<file path="src/rtl/popcnt_frame_acc_if.sv">
// Handshake bundle between the popcount unit, the frame accumulator and its consumer.
// The slave view is the accumulator; the master view is whatever drives and drains it.
interface popcnt_frame_acc_if #(
   parameter int ACC_W = 16,
   parameter int CNT_W = 8
);
   logic             in_vld;
   logic             in_rdy;
   logic [12:0]      in_cnt;
   logic             in_last;
   logic             out_vld;
   logic             out_rdy;
   logic [ACC_W-1:0] out_sum;
   logic [CNT_W-1:0] out_beats;
   logic             out_over;
   logic             out_err;
   logic             out_sat;

   modport slave (
      input  in_vld, in_cnt, in_last, out_rdy,
      output in_rdy, out_vld, out_sum, out_beats, out_over, out_err, out_sat
   );

   modport master (
      output in_vld, in_cnt, in_last, out_rdy,
      input  in_rdy, out_vld, out_sum, out_beats, out_over, out_err, out_sat
   );
endinterface

</file>
<file path="src/rtl/popcnt_frame_acc.sv">
// Decodes one-hot popcounts and sums them per frame. Each frame's total, beat count
// and flags land in a one-entry output register.
module popcnt_frame_acc #(
   parameter int          ACC_W  = 16,
   parameter int          CNT_W  = 8,
   parameter int unsigned THRESH = 100
) (
   input logic               clk,
   input logic               rst_n,
   popcnt_frame_acc_if.slave bus
);
   typedef enum logic {IDLE = 1'b0, ACC = 1'b1} state_t;

   state_t           state, state_nxt;
   logic [ACC_W-1:0] acc, acc_new;
   logic [ACC_W:0]   acc_sum;
   logic [CNT_W-1:0] beats, beats_new;
   logic             err, sat, err_new, sat_new, beat_max;
   logic [3:0]       ones, dec, value;
   logic             malformed, xfer_in;

   logic             res_vld;
   logic [ACC_W-1:0] res_sum;
   logic [CNT_W-1:0] res_beats;
   logic             res_over, res_err, res_sat;

   assign bus.in_rdy    = !res_vld || bus.out_rdy;
   assign xfer_in       = bus.in_vld && bus.in_rdy;
   assign bus.out_vld   = res_vld;
   assign bus.out_sum   = res_sum;
   assign bus.out_beats = res_beats;
   assign bus.out_over  = res_over;
   assign bus.out_err   = res_err;
   assign bus.out_sat   = res_sat;

   // Count the set bits and remember the index of the last one. The value is
   // trusted only when exactly one bit is set.
   always_comb begin
      ones = '0;
      dec  = '0;
      for (int k = 0; k < 13; k++) begin
         if (bus.in_cnt[k]) begin
            ones = ones + 4'd1;
            dec  = 4'(k);
         end
      end
   end

   assign malformed = (ones != 4'd1);
   assign value     = malformed ? 4'd0 : dec;

   assign acc_sum   = {1'b0, acc} + {{(ACC_W-3){1'b0}}, value};
   assign acc_new   = acc_sum[ACC_W] ? '1 : acc_sum[ACC_W-1:0];
   assign beat_max  = (beats == '1);
   assign beats_new = beat_max ? beats : beats + CNT_W'(1);
   assign err_new   = err | malformed;
   assign sat_new   = sat | acc_sum[ACC_W] | beat_max;

   always_comb begin
      state_nxt = state;
      if (xfer_in) state_nxt = bus.in_last ? IDLE : ACC;
   end

   always_ff @(posedge clk) begin
      if (!rst_n) state <= IDLE;
      else        state <= state_nxt;
   end

   always_ff @(posedge clk) begin
      if (!rst_n) begin
         acc       <= '0;
         beats     <= '0;
         err       <= 1'b0;
         sat       <= 1'b0;
         res_vld   <= 1'b0;
         res_sum   <= '0;
         res_beats <= '0;
         res_over  <= 1'b0;
         res_err   <= 1'b0;
         res_sat   <= 1'b0;
      end else begin
         if (res_vld && bus.out_rdy) res_vld <= 1'b0;
         if (xfer_in) begin
            if (bus.in_last) begin
               // A load in the same cycle as a drain overrides the clear above.
               res_vld   <= 1'b1;
               res_sum   <= acc_new;
               res_beats <= beats_new;
               res_over  <= (32'(acc_new) > THRESH);
               res_err   <= err_new;
               res_sat   <= sat_new;
               acc       <= '0;
               beats     <= '0;
               err       <= 1'b0;
               sat       <= 1'b0;
            end else begin
               acc   <= acc_new;
               beats <= beats_new;
               err   <= err_new;
               sat   <= sat_new;
            end
         end
      end
   end
endmodule

</file>
<file path="src/flat_wrapper.sv">
// flat-port wrapper written by rule: the top's interface ports become plain ports
module popcnt_frame_acc_flat 
#(
   parameter int          ACC_W  = 16,
   parameter int          CNT_W  = 8,
   parameter int unsigned THRESH = 100
)
  (clk, rst_n, bus_in_vld, bus_in_cnt, bus_in_last, bus_out_rdy, bus_in_rdy, bus_out_vld, bus_out_sum, bus_out_beats, bus_out_over, bus_out_err, bus_out_sat);
  popcnt_frame_acc_if #(.ACC_W(ACC_W), .CNT_W(CNT_W)) bus_i ();
  input logic clk;
  input logic rst_n;
  input wire logic [$bits(bus_i.in_vld)-1:0] bus_in_vld;
  input wire logic [$bits(bus_i.in_cnt)-1:0] bus_in_cnt;
  input wire logic [$bits(bus_i.in_last)-1:0] bus_in_last;
  input wire logic [$bits(bus_i.out_rdy)-1:0] bus_out_rdy;
  output wire logic [$bits(bus_i.in_rdy)-1:0] bus_in_rdy;
  output wire logic [$bits(bus_i.out_vld)-1:0] bus_out_vld;
  output wire logic [$bits(bus_i.out_sum)-1:0] bus_out_sum;
  output wire logic [$bits(bus_i.out_beats)-1:0] bus_out_beats;
  output wire logic [$bits(bus_i.out_over)-1:0] bus_out_over;
  output wire logic [$bits(bus_i.out_err)-1:0] bus_out_err;
  output wire logic [$bits(bus_i.out_sat)-1:0] bus_out_sat;
  assign bus_i.in_vld = bus_in_vld;
  assign bus_i.in_cnt = bus_in_cnt;
  assign bus_i.in_last = bus_in_last;
  assign bus_i.out_rdy = bus_out_rdy;
  assign bus_in_rdy = bus_i.in_rdy;
  assign bus_out_vld = bus_i.out_vld;
  assign bus_out_sum = bus_i.out_sum;
  assign bus_out_beats = bus_i.out_beats;
  assign bus_out_over = bus_i.out_over;
  assign bus_out_err = bus_i.out_err;
  assign bus_out_sat = bus_i.out_sat;
  popcnt_frame_acc #(.ACC_W(ACC_W), .CNT_W(CNT_W), .THRESH(THRESH)) u_core (.clk(clk), .rst_n(rst_n), .bus(bus_i));
endmodule
</file>
<file path="config.mk">
export PLATFORM = sky130hd
export DESIGN_NAME = popcnt_frame_acc_flat
export DESIGN_NICKNAME = d
export VERILOG_FILES = /design/src/rtl/popcnt_frame_acc_if.sv /design/src/rtl/popcnt_frame_acc.sv /design/src/flat_wrapper.sv
export SDC_FILE = /design/constraint.sdc
export NUM_CORES = 1
export LEC_CHECK = 0
export CAP_MARGIN = 15
export CORE_MARGIN = 1.5
export CORE_UTILIZATION = 35
export CTS_BUF_LIST = sky130_fd_sc_hd__clkbuf_16
export CTS_CLUSTER_SIZE = 25
export DETAILED_ROUTE_END_ITERATION = 7
export PLACE_DENSITY = 0.52
export RECOVER_POWER = 25
export SYNTH_ARGS = -nofsm -noshare
export SYNTH_HDL_FRONTEND = slang
export SYNTH_SLANG_ARGS = --single-unit
</file>
<file path="constraint.sdc">
create_clock -name clk -period 25.6 [get_ports clk]
set_input_delay 2.56 -clock clk [delete_from_list [all_inputs] [get_ports clk]]
set_output_delay 2.56 -clock clk [all_outputs]
set_load 0.02 [all_outputs]
</file>
==> flow_summary.toml <==
[yosys]
synthCells = 483
synth.distinct_cells = 57
ys_top_cells_by_count = "62 x nand2_1, 54 x dfxtp_1, 42 x o21ai_0"
ys_seq_area_share_pct = 28.5
synth_edf_count = 0
avgSynthCellArea_um2 = 7.86
synth-seq-cells = 54
ys.flop_type = "dfxtp_1"
synth_nets = 519
synth.most_common_cell = "nand2_1"
netlist_area_um2 = 3800
yosysWarnings = 0
yosysTopAreaCellShare_pct = 28.5
synthArstFlopShare_pct = 0
netlist_top_cells_area = "dfxtp_1 28%, xnor2_1 7.1%, nand2_1 6.1%"
yosysTopAreaCell = "dfxtp_1"

[timing]
min_period_over_period_pct = 48.1
max_clock_freq_mhz = 81.2
final.setup_skew_ns = 0.00865
tns_ns = 0
rsz0062_at_grt = "no"
slew_headroom_pct = 47.1
hold_viol_final = 0
setup_viol = 0
tightestPinTransition_ns = 0.791
min_period_ns = 12.31
slew_viol_final = 0
layout_setup_ws_ns = 13.29

[power_and_ir_drop]
irDropWorstVdd_mv = 0.0323
power_uw = 312
p_leak_nw = 1.92
cellPowerDensity_nw_per_um2 = 69.3

[floorplan]
die_x_um = 107
core-area_um2 = 10400
die_y_um = 107
rows = 37
initial_core_util_pct = 36.5
die-area_um2 = 11500
io_pins = 47

[critical_path]
cp.required_ns = 25.85
cpPeakStageDelay_ns = 0.56
slowest_stage = "nor3_1"
reg2reg_depth = 9
worstSetupPathType = "input pin to flip-flop"
worst_path_most_repeated_cell = "ha_1"
rr_endpoint = "u_core.bus.out_over"
endpoint_kind = "flip-flop"
r2r-start = "u_core.acc[0]"
start_kind = "input pin"
crit_fanout = 8
rrSetupSlack_ns = 22.90
cp.arrival_ns = 12.56

[min_path]
holdPathEnd = "u_core.acc[0]"
holdPathStages = 2
hold_class = "flip-flop to flip-flop"
min_from = "u_core.acc[0]"

[placement]
place_ws_ns = 12.73
hpwl_um = 6740
dp.cells = 637
place_congestion = 0.815
port-buffer-count = 46

[clocking]
cts_max_level = 2
cts_made_buffers = 5
cts-resized-gates = 0
clk_pin_slew_worst_paths_ns = 0.08
clock-root-buffer = "clkbuf_16"
cts.path.max_buffers = 2
clock-sinks = 54
holdBufCountCts = 0
cts_setup_buffers = 0
worstSkewPairLatency_ns = 0.30
cts_tree = "yes"

[cells_and_area]
num_antenna_cells = 0
synthToLayoutAreaGrowth_pct = 18.4
layout.nets = 545
fill_cells = 1066
drive_above_1_share_pct = 4.12
fin_cells = 646

[grt]
grt.overflow.total = 0
grt_max_degree = 54
antenna_found_initial = 0
grt_pass1_vias = 3303
track_usage_pct = 17.3
grt_pass1_wl_um = 16200

[detailed_routing]
drc = 0
drt_iter0_drc = 176
wl_um = 9470
detail_route.first_pass.iterations = 5
antenna_left = 0
vias = 3428
wl_per_cell_um = 14.7
via_per_inst = 5.31

[job]
maxCapViolations = 0

[run_status]
status = "completed"
==> critical path, delay by kind of cell <==
kind	cells	cell delay, ns
AOI/OAI and AO/OA	11	2.30
xor gates and xnor gates	1	0.22
adders and majority gates	12	3.60
buffers and inverters	5	1.07
muxes	3	0.86
and+or+nand+nor	10	1.93
==> sequential cells by signal, indices dropped and copies added, names as in the netlist, 8 cells and up <==
signal	count
u_core.bus.out_sum	16
u_core.bus.out_beats	8
u_core.beats	8
u_core.acc	16
==> how the worst max path moves through the flow <==
stage / slack, ns / startpoint / depth (start not counted) / endpoint
6_report: 13.29 / bus_in_cnt[1] / 42 / u_core.bus.out_over
3_5_place_dp: 12.73 / bus_in_cnt[1] / 41 / u_core.bus.out_over
4_1_cts: 12.98 / bus_in_cnt[1] / 41 / u_core.bus.out_over
3_3_place_gp: 13.21 / bus_in_cnt[1] / 41 / u_core.bus.out_over
5_1_grt: 12.58 / bus_in_cnt[1] / 43 / u_core.bus.out_over
2_1_floorplan: 14.58 / bus_in_cnt[0] / 42 / u_core.bus.out_over
==> placed cells by master (no fill, tap or decap), types with 3 or more instances in the layout <==
cell / Yosys / layout
nand2_1: 62 / 62
dfxtp_1: 54 / 54
o21ai_0: 42 / 42
nor2_1: 36 / 36
xnor2_1: 31 / 31
clkdlybuf4s50_1: 0 / 26
a21oi_1: 23 / 23
and2_1: 20 / 20
dlygate4sd3_1: 0 / 20
ha_1: 17 / 17
xor2_1: 13 / 13
inv_1: 12 / 12
nand3_1: 12 / 12
nor3_1: 12 / 12
o211a_1: 12 / 12
and3_1: 11 / 11
nor2b_1: 9 / 9
a31oi_1: 8 / 8
nand2b_1: 6 / 6
a21o_1: 5 / 5
nor3b_1: 5 / 5
clkbuf_16: 0 / 5
o21a_1: 4 / 4
nand4_1: 4 / 4
mux2i_1: 4 / 4
a21boi_0: 4 / 4
mux2_2: 3 / 3
o21bai_1: 3 / 3
nor4_1: 3 / 3
and3b_1: 3 / 3
o31a_1: 3 / 3
==> where the power goes <==
part | switching [mW] | internal [mW]
registers | 0.00234 | 0.0880
logic | 0.0807 | 0.0619
clock network | 0.0325 | 0.0463
==> area by class of cell <==
cell class / count / area, um^2 / area share (%)
Multi-Input combinational cell: 386 / 2550 / 56.7
Sequential cell: 54 / 1080 / 24.0
Timing Repair Buffer: 49 / 480 / 10.7
Tap cell: 136 / 170 / 3.78
Clock buffer: 5 / 125 / 2.78
Inverter: 13 / 48.8 / 1.09
Clock inverter: 3 / 42.5 / 0.946
==> routing by layer <==
layer	GRT usage (%)	vias to the layer above	wire length (um)
li1	-	1738	-
met1	23.8	1625	4660
met2	28.4	60	4430
met3	2.61	5	305
met4	3.81	0	80
met5	0	-	0
==> stage by stage <==
stage               utilization [%]  instance area (um^2)  hold slack [ns]
floorplan                         -                  3800            0.438
global placement               41.5                  4320            0.453
detailed placement             41.5                  4320            0.465
CTS                            43.1                  4490            0.474
global route                   43.2                  4500            0.492
finish                         43.2                  4500            0.470
==> cell families (layout without fill, tap and decap cells) <==
logic type	Yosys count	count (layout)	share of synthesized area, %
and+or+nand+nor	190	190	24.7
AOI/OAI and AO/OA	122	122	21.0
DFF	54	54	28.5
xor gates and xnor gates	49	49	13.3
buffers and inverters	43	70	4.45
adders and majority gates	18	18	6.13
muxes	7	7	1.94
No activity file was read; power rests on OpenSTA's default activity.
